**src/rtl/stream_compare_tracker.sv**
```systemverilog
// Streaming magnitude comparator with a one-entry output register, a debounced
// stable-relation tracker and saturating per-relation event counters.
module stream_compare_tracker #(
  parameter int WIDTH   = 8,
  parameter int SIGNED  = 0,
  parameter int PERSIST = 4,
  parameter int CNT_W   = 16
) (
  input  logic             i_clk,
  input  logic             i_rst,
  input  logic             i_in_valid,
  output logic             o_in_ready,
  input  logic [WIDTH-1:0] i_a,
  input  logic [WIDTH-1:0] i_b,
  output logic             o_out_valid,
  input  logic             i_out_ready,
  output logic             o_out_gt,
  output logic             o_out_lt,
  output logic             o_out_eq,
  input  logic             i_clr,
  output logic [1:0]       o_stable,
  output logic             o_stable_chg,
  output logic [CNT_W-1:0] o_cnt_gt,
  output logic [CNT_W-1:0] o_cnt_lt,
  output logic [CNT_W-1:0] o_cnt_eq
);

  typedef enum logic [1:0] {
    REL_UNK = 2'b00,
    REL_LT  = 2'b01,
    REL_EQ  = 2'b10,
    REL_GT  = 2'b11
  } rel_t;

  localparam int RUN_W = (PERSIST < 1) ? 1 : $clog2(PERSIST + 1);
  localparam logic [RUN_W-1:0] RUN_MAX = RUN_W'(PERSIST);

  logic             w_lt;
  logic             w_eq;
  logic             w_accept;
  rel_t             w_raw;
  logic [RUN_W-1:0] w_runNext;

  logic             r_outValid;
  logic             r_gt;
  logic             r_lt;
  logic             r_eq;
  rel_t             r_cand;
  rel_t             r_stable;
  logic [RUN_W-1:0] r_run;
  logic             r_stableChg;
  logic [CNT_W-1:0] r_cntGt;
  logic [CNT_W-1:0] r_cntLt;
  logic [CNT_W-1:0] r_cntEq;

  assign w_eq = (i_a == i_b);

  generate
    if (SIGNED != 0) begin : g_signed
      assign w_lt = ($signed(i_a) < $signed(i_b));
    end else begin : g_unsigned
      assign w_lt = (i_a < i_b);
    end
  endgenerate

  always_comb begin
    w_raw = REL_GT;
    if (w_eq) begin
      w_raw = REL_EQ;
    end else if (w_lt) begin
      w_raw = REL_LT;
    end
  end

  // Ready depends only on the output register, never on i_in_valid.
  assign o_in_ready = !i_rst && (!r_outValid || i_out_ready);
  assign w_accept   = i_in_valid && o_in_ready;

  always_comb begin
    w_runNext = RUN_W'(1);
    if (w_raw == r_cand) begin
      w_runNext = (r_run >= RUN_MAX) ? RUN_MAX : r_run + RUN_W'(1);
    end
  end

  function automatic logic [CNT_W-1:0] satInc(input logic [CNT_W-1:0] c);
    return (c == '1) ? c : c + CNT_W'(1);
  endfunction

  always_ff @(posedge i_clk) begin
    if (i_rst) begin
      r_outValid  <= 1'b0;
      r_gt        <= 1'b0;
      r_lt        <= 1'b0;
      r_eq        <= 1'b0;
      r_cand      <= REL_UNK;
      r_stable    <= REL_UNK;
      r_run       <= '0;
      r_stableChg <= 1'b0;
      r_cntGt     <= '0;
      r_cntLt     <= '0;
      r_cntEq     <= '0;
    end else begin
      if (w_accept) begin
        r_outValid <= 1'b1;
        r_gt       <= (w_raw == REL_GT);
        r_lt       <= (w_raw == REL_LT);
        r_eq       <= (w_raw == REL_EQ);
      end else if (i_out_ready) begin
        r_outValid <= 1'b0;
      end

      // Clear wipes tracking state only; a concurrent sample still reaches the output stage.
      if (i_clr) begin
        r_cand      <= REL_UNK;
        r_stable    <= REL_UNK;
        r_run       <= '0;
        r_stableChg <= 1'b0;
        r_cntGt     <= '0;
        r_cntLt     <= '0;
        r_cntEq     <= '0;
      end else if (w_accept) begin
        r_cand <= w_raw;
        r_run  <= w_runNext;
        if ((w_runNext == RUN_MAX) && (r_stable != w_raw)) begin
          r_stable    <= w_raw;
          r_stableChg <= 1'b1;
        end else begin
          r_stableChg <= 1'b0;
        end
        case (w_raw)
          REL_GT:  r_cntGt <= satInc(r_cntGt);
          REL_LT:  r_cntLt <= satInc(r_cntLt);
          REL_EQ:  r_cntEq <= satInc(r_cntEq);
          default: ;
        endcase
      end else begin
        r_stableChg <= 1'b0;
      end
    end
  end

  assign o_out_valid  = r_outValid;
  assign o_out_gt     = r_gt;
  assign o_out_lt     = r_lt;
  assign o_out_eq     = r_eq;
  assign o_stable     = r_stable;
  assign o_stable_chg = r_stableChg;
  assign o_cnt_gt     = r_cntGt;
  assign o_cnt_lt     = r_cntLt;
  assign o_cnt_eq     = r_cntEq;

endmodule
```
**config.mk**
```make
export PLATFORM = sky130hd
export DESIGN_NAME = stream_compare_tracker
export DESIGN_NICKNAME = d
export VERILOG_FILES = /design/src/rtl/stream_compare_tracker.sv
export SDC_FILE = /design/constraint.sdc
export NUM_CORES = 1
export LEC_CHECK = 0
export ABC_AREA = 1
export BUFFER_PORTS_ARGS = -buffer_cell sky130_fd_sc_hd__buf_2
export CAP_MARGIN = 20
export CORE_MARGIN = 1
export CORE_UTILIZATION = 59
export CTS_CLUSTER_DIAMETER = 40
export DETAILED_ROUTE_END_ITERATION = 10
export PLACE_DENSITY = 0.85
export SLEW_MARGIN = 20
export SYNTH_ARGS = -nofsm -noshare
export SYNTH_HDL_FRONTEND = slang
export SYNTH_SLANG_ARGS = --single-unit
```
**constraint.sdc**
```tcl
create_clock -name i_clk -period 3 [get_ports i_clk]
set_input_delay 0 -clock i_clk [delete_from_list [all_inputs] [get_ports i_clk]]
set_output_delay 0 -clock i_clk [all_outputs]
set_load 0.02 [all_outputs]
```
=== Word-level counts from Yosys, hierarchy flattened ===
Index checks and enable logic that the tools add are counted.

* Bits in registers: 60
* Input port bits: 21
* Output and inout port bits: 56
* Word-level logic and storage cells: 51

* $add $sub $neg: 4
* Order comparisons: 2
* Equal/unequal tests: 10
* Mux-type cells: 7
* Bitwise operators: 4
* Reductions and logical operators: 13

{| class="wikitable"
|+ Operator list
! cell !! count
|-
| adder 16 x 1 -> 16 bit, second input constant || 3
|-
| equality test 16 bit, second input constant || 3
|-
| AND reduction 3 bit || 3
|-
| equality test 8 bit || 1
|-
| less-than comparator 8 bit || 1
|-
| 2-to-1 mux 3 bit || 2
|-
| equality test 2 bit, second input constant || 2
|-
| 2-to-1 mux 2 bit || 2
|-
| NOT 1 bit || 4
|-
| adder 3 x 1 -> 3 bit, second input constant || 1
|-
| equality test 3 bit, second input constant || 1
|-
| >= comparator 3 bit, second input constant || 1
|-
| logical AND 1 bit || 3
|-
| 2-to-1 mux 1 bit || 3
|-
| OR reduction 3 bit || 1
|-
| equality test 2 x 1 -> 1 bit, second input constant || 1
|-
| equality test 2 bit || 1
|-
| logical NOT 1 bit || 2
|-
| inequality test 2 bit || 1
|-
| AND reduction 2 bit || 1
|-
| nonzero test 2 bit || 1
|-
| OR reduction 2 bit || 1
|-
| logical OR 1 bit || 1
|}

=== Longest topological paths before layout ===
* Depth in word-level cells: 8
* Depth in mapped cells: 17
* Gate-level depth less buffers: 17

=== Least setup slack after synthesis ===
No wires, ideal clock.

* Kind: register to register
* From: register r_cntLt[0] (netlist: o_cnt_lt[0])
* To: register r_cntLt[11] (netlist: o_cnt_lt[11])
* Setup time: 70 ps
* Data arrival time: 1661 ps
* Required time: 2930 ps
* Setup slack: 1269 ps
* Cell stages (with the launch flop): 11
* Buffers on the path: 1
* Clock period less this slack: 1731 ps
* Cell sequence: dfxtp_1 -> ha_1 -> nand2_1 -> inv_1 -> nand4_1 -> inv_1 -> a31oi_1 -> nand2_1 -> buf_2 -> nand2_1 -> a21oi_1

* Word-level cells in the longest chain between the ends: 3
* Elaborated cells between the ends (all ways): 4
* Those cells by class: add/sub: 1; eq/ne: 1; bitwise: 1; reduce/logical: 1

{| class="wikitable"
|+ Ends and longest elaborated chain
! what !! RTL line !! source
|-
| from (decl) || 53 || <nowiki>logic [CNT_W-1:0] r_cntLt;</nowiki>
|-
| from (signal assigned) || 133 || <nowiki>REL_LT: r_cntLt <= satInc(r_cntLt);</nowiki>
|-
| parallel branches: the longest is 3 deep, another holds adder 16 x 1 -> 16 bit || n/a ||
|}

Several ways; the timed one is not identified.
A chain may end at the register's enable or synchronous reset.

=== Worst setup path after layout ===
* From: register r_cntLt[0] (netlist: o_cnt_lt[0])
* To: register r_cntLt[0] (netlist: o_cnt_lt[0])

Same word-level chain as after synthesis.

==> metrics.yaml <==
grt:
  grt_pass1_wl_um: 14050
  antenna_found_initial: 0
  grt_max_degree: 29
  track_usage_pct: 28.79
  grt_pass1_vias: 3261
  grt-ovfl-total: 0
synthesis:
  synthCells: 497
  syn_area_um2: 3411
  ys_seq_area_share_pct: 35.22
  syn_avg_cell_area_um2: 6.863
  synth_top_area_share_pct: 35.22
  synth_cell_types: 34
  synth_seq_cells: 60
  ys_warn_count: 0
  synth_nets: 531
  synthTopCellsByArea: "dfxtp_1 (35%), nand2_1 (12%), inv_1 (7.8%)"
  synth_top_cell_by_area: "dfxtp_1"
cells_and_area:
  design_area_um2: 4054
  antenna_cells: 0
  layout.nets: 616
  area_delta_synth_final_pct: 18.86
  nFillCells: 454
  layout-drive-gt1-share_pct: 19.76
  layoutNonFillerInstCount: 659
clocking:
  cts.reportedPaths.clkPinSlew_ns: 0.06
  cts.path.max_buffers: 2
  clock_latency_ns: 0.34
  cts_buffers: 9
  clock_sinks: 60
  clockRootBuffer: "clkbuf_8"
  cts_resized: 0
  htreeDepth: 3
  cts_tree: "built"
routing:
  antenna_left: 0
  drc: 0
  first_pass_iters: 4
  drt_iter0_drc: 244
  vias: 3543
  vias_per_cell: 5.376
  routed_wl_um: 8102
  wire_per_inst_um: 12.29
status:
  outcome: "finished clean"
worst_setup_path:
  required_ns: 3.22
  cp-start-kind: "flip-flop"
  end_kind: "flip-flop"
  crit_chain: "ha_1 > nand2_1 > inv_1 > nand4_1 > inv_1 > a31oi_1 > nand2_1 > inv_2 > o21ai_0 > a21oi_1"
  arrival_ns: 2.52
  worstSetupPathType: "flip-flop to flip-flop"
  ff2ff_setup_slack_ns: 0.70
  crit_slowest_cell: "nand2_1"
  cpPeakStageDelay_ns: 0.49
  path_max_fanout: 17
placement:
  io_buffers: 76
  dp.cells: 638
  hpwl_um: 5837
  gp_congestion: 0.9122
  placed_area_um2: 3841
sta:
  rsz0062_at_grt: "no"
  slew_viol_final: 0
  setup_violations: 0
  period_needed_ns: 2.299
  final_hold_viol_count: 0
  worst_hold_slack_ns: 0.1683
  timing.fmax_ghz: 0.4349
  fin_crit_sh_pct: 76.64
  clock_skew_ns: 0.005041
  tns_ns: 0
  relSlewSlack_pct: 58.89
  worst_pin_slew_ns: 0.6152
pwr:
  p_leak_uw: 0.001661
  powerDensity_nw_per_um2: 385.8
  max-vdd-ir-drop_uv: 334.8
floorplan:
  coreArea_um2: 5540
  dieWidth_um: 78.03
  io-pin-count: 77
  die_area_um2: 6089
  chipHeight_um: 78.03
  std_cell_rows: 27
  start_util_pct: 61.56
min_path:
  hold_class: "input pin to flip-flop"
flow_run:
  drv_cap: 0
==> cell usage after synthesis <==
cell type	instances
nand2_1	111
inv_1	71
dfxtp_1	60
nor2_1	50
a21oi_1	46
nand3_1	24
nor3_1	16
xor2_1	15
o21ai_0	14
ha_1	13
nand4_1	12
xnor2_1	8
nor4_1	7
inv_2	6
nor2_2	5
o21ai_1	5
a31oi_1	4
clkbuf_1	4
nand2_2	4
nor3_2	4
buf_2	2
buf_6	2
nand3_2	2
nor3_4	2
a211oi_1	1
a211oi_2	1
a21o_1	1
and2_1	1
inv_4	1
nand3b_1	1
nor2_4	1
nor3b_1	1
nor3b_2	1
o21bai_1	1
==> through the flow <==
stage	util [%]	total power [µW]	setup slack, ns
floorplan	-	908.7	1.269
global placement	69.33	939.1	0.7991
detailed placement	69.33	944.0	0.7555
CTS	73.17	1566	0.7230
global route	73.17	1623	0.5070
finish	73.17	1564	0.7007
==> state kept, by name (all words and copies together) (netlist names), 2 cells and up <==
signal / flops
o_cnt_eq: 16
r_run: 3
o_stable: 2
o_cnt_gt: 16
o_cnt_lt: 16
r_cand: 2
==> repair_timing <==
item	in CTS	in global routing
endpoints found under the hold margin	4	0
endpoints found under the setup margin	0	0
hold buffers	5	0
buffers inserted	0	0
==> final cells by class <==
type,instances,area (µm²),share of cell area [%]
clock buffers,14,152.6,3.765
repair buffers,82,437.9,10.80
inverters,78,295.3,7.284
clock inverters,2,10.01,0.2469
multi-input cells,351,1867,46.05
flip-flops and latches,60,1201,29.63
well taps,72,90.09,2.222
==> worst max-delay path: cells and delay by family, from the launching register on <==
| kind | cells | cell delay, ns |
|---|---|---|
| AO/OA/AOI/OAI | 3 | 0.38 |
| AND/OR/NAND/NOR | 3 | 0.66 |
| adder cells (fa/ha/maj) | 1 | 0.25 |
| flip-flops | 1 | 0.41 |
| buffers and inverters | 3 | 0.47 |
==> power breakdown <==
part / switching, µW / internal, µW
registers: 4.59 / 802
logic: 81.6 / 44.2
clock network: 310 / 321
total: 396 / 1170
==> cells by family after synthesis <==
| logic type | share of synthesized area, % |
|---|---|
| adders and majority gates | 4.769 |
| xor gates and xnor gates | 5.906 |
| buffers and inverters | 10.05 |
| DFF | 35.22 |
| and+or+nand+nor | 32.76 |
| AOI/OAI and AO/OA | 11.30 |
==> per-layer routing <==
| metal | global-route usage [%] | vias up | part of all wire (%) |
|---|---|---|---|
| met2 | 50.18 | 124 | 50 |
| met3 | 4.302 | 13 | 5.8 |
| met1 | 34.76 | 1629 | 43 |
| li1 | - | 1777 | - |
| met5 | 0 | - | 0 |
| met4 | 13.70 | 0 | 1.7 |
==> final timing paths <==
check / startpoint / end / cells after the start
setup / recovery: o_cnt_lt[0] / o_cnt_lt[0] / 10
hold / removal: i_out_ready / r_run[0] / 4
hold reg to reg: o_out_lt / o_out_lt / 2
setup reg to reg: o_cnt_lt[0] / o_cnt_lt[0] / 10
==> cell usage in the layout, fill, tap and decap left out, types with 2 or more instances in the layout <==
cell type,n
a21oi_1,46
a31oi_1,4
buf_2,76
clkbuf_1,4
clkbuf_8,10
clkinv_2,2
dfxtp_1,60
dlygate4sd3_1,5
ha_1,13
inv_1,71
inv_2,6
nand2_1,111
nand2_2,4
nand3_1,24
nand3_2,2
nand4_1,12
nor2_1,50
nor2_2,5
nor3_1,16
nor3_2,4
nor3_4,2
nor4_1,7
o21ai_0,14
o21ai_1,5
xnor2_1,8
xor2_1,15
Power figures use the tool's default switching activity.
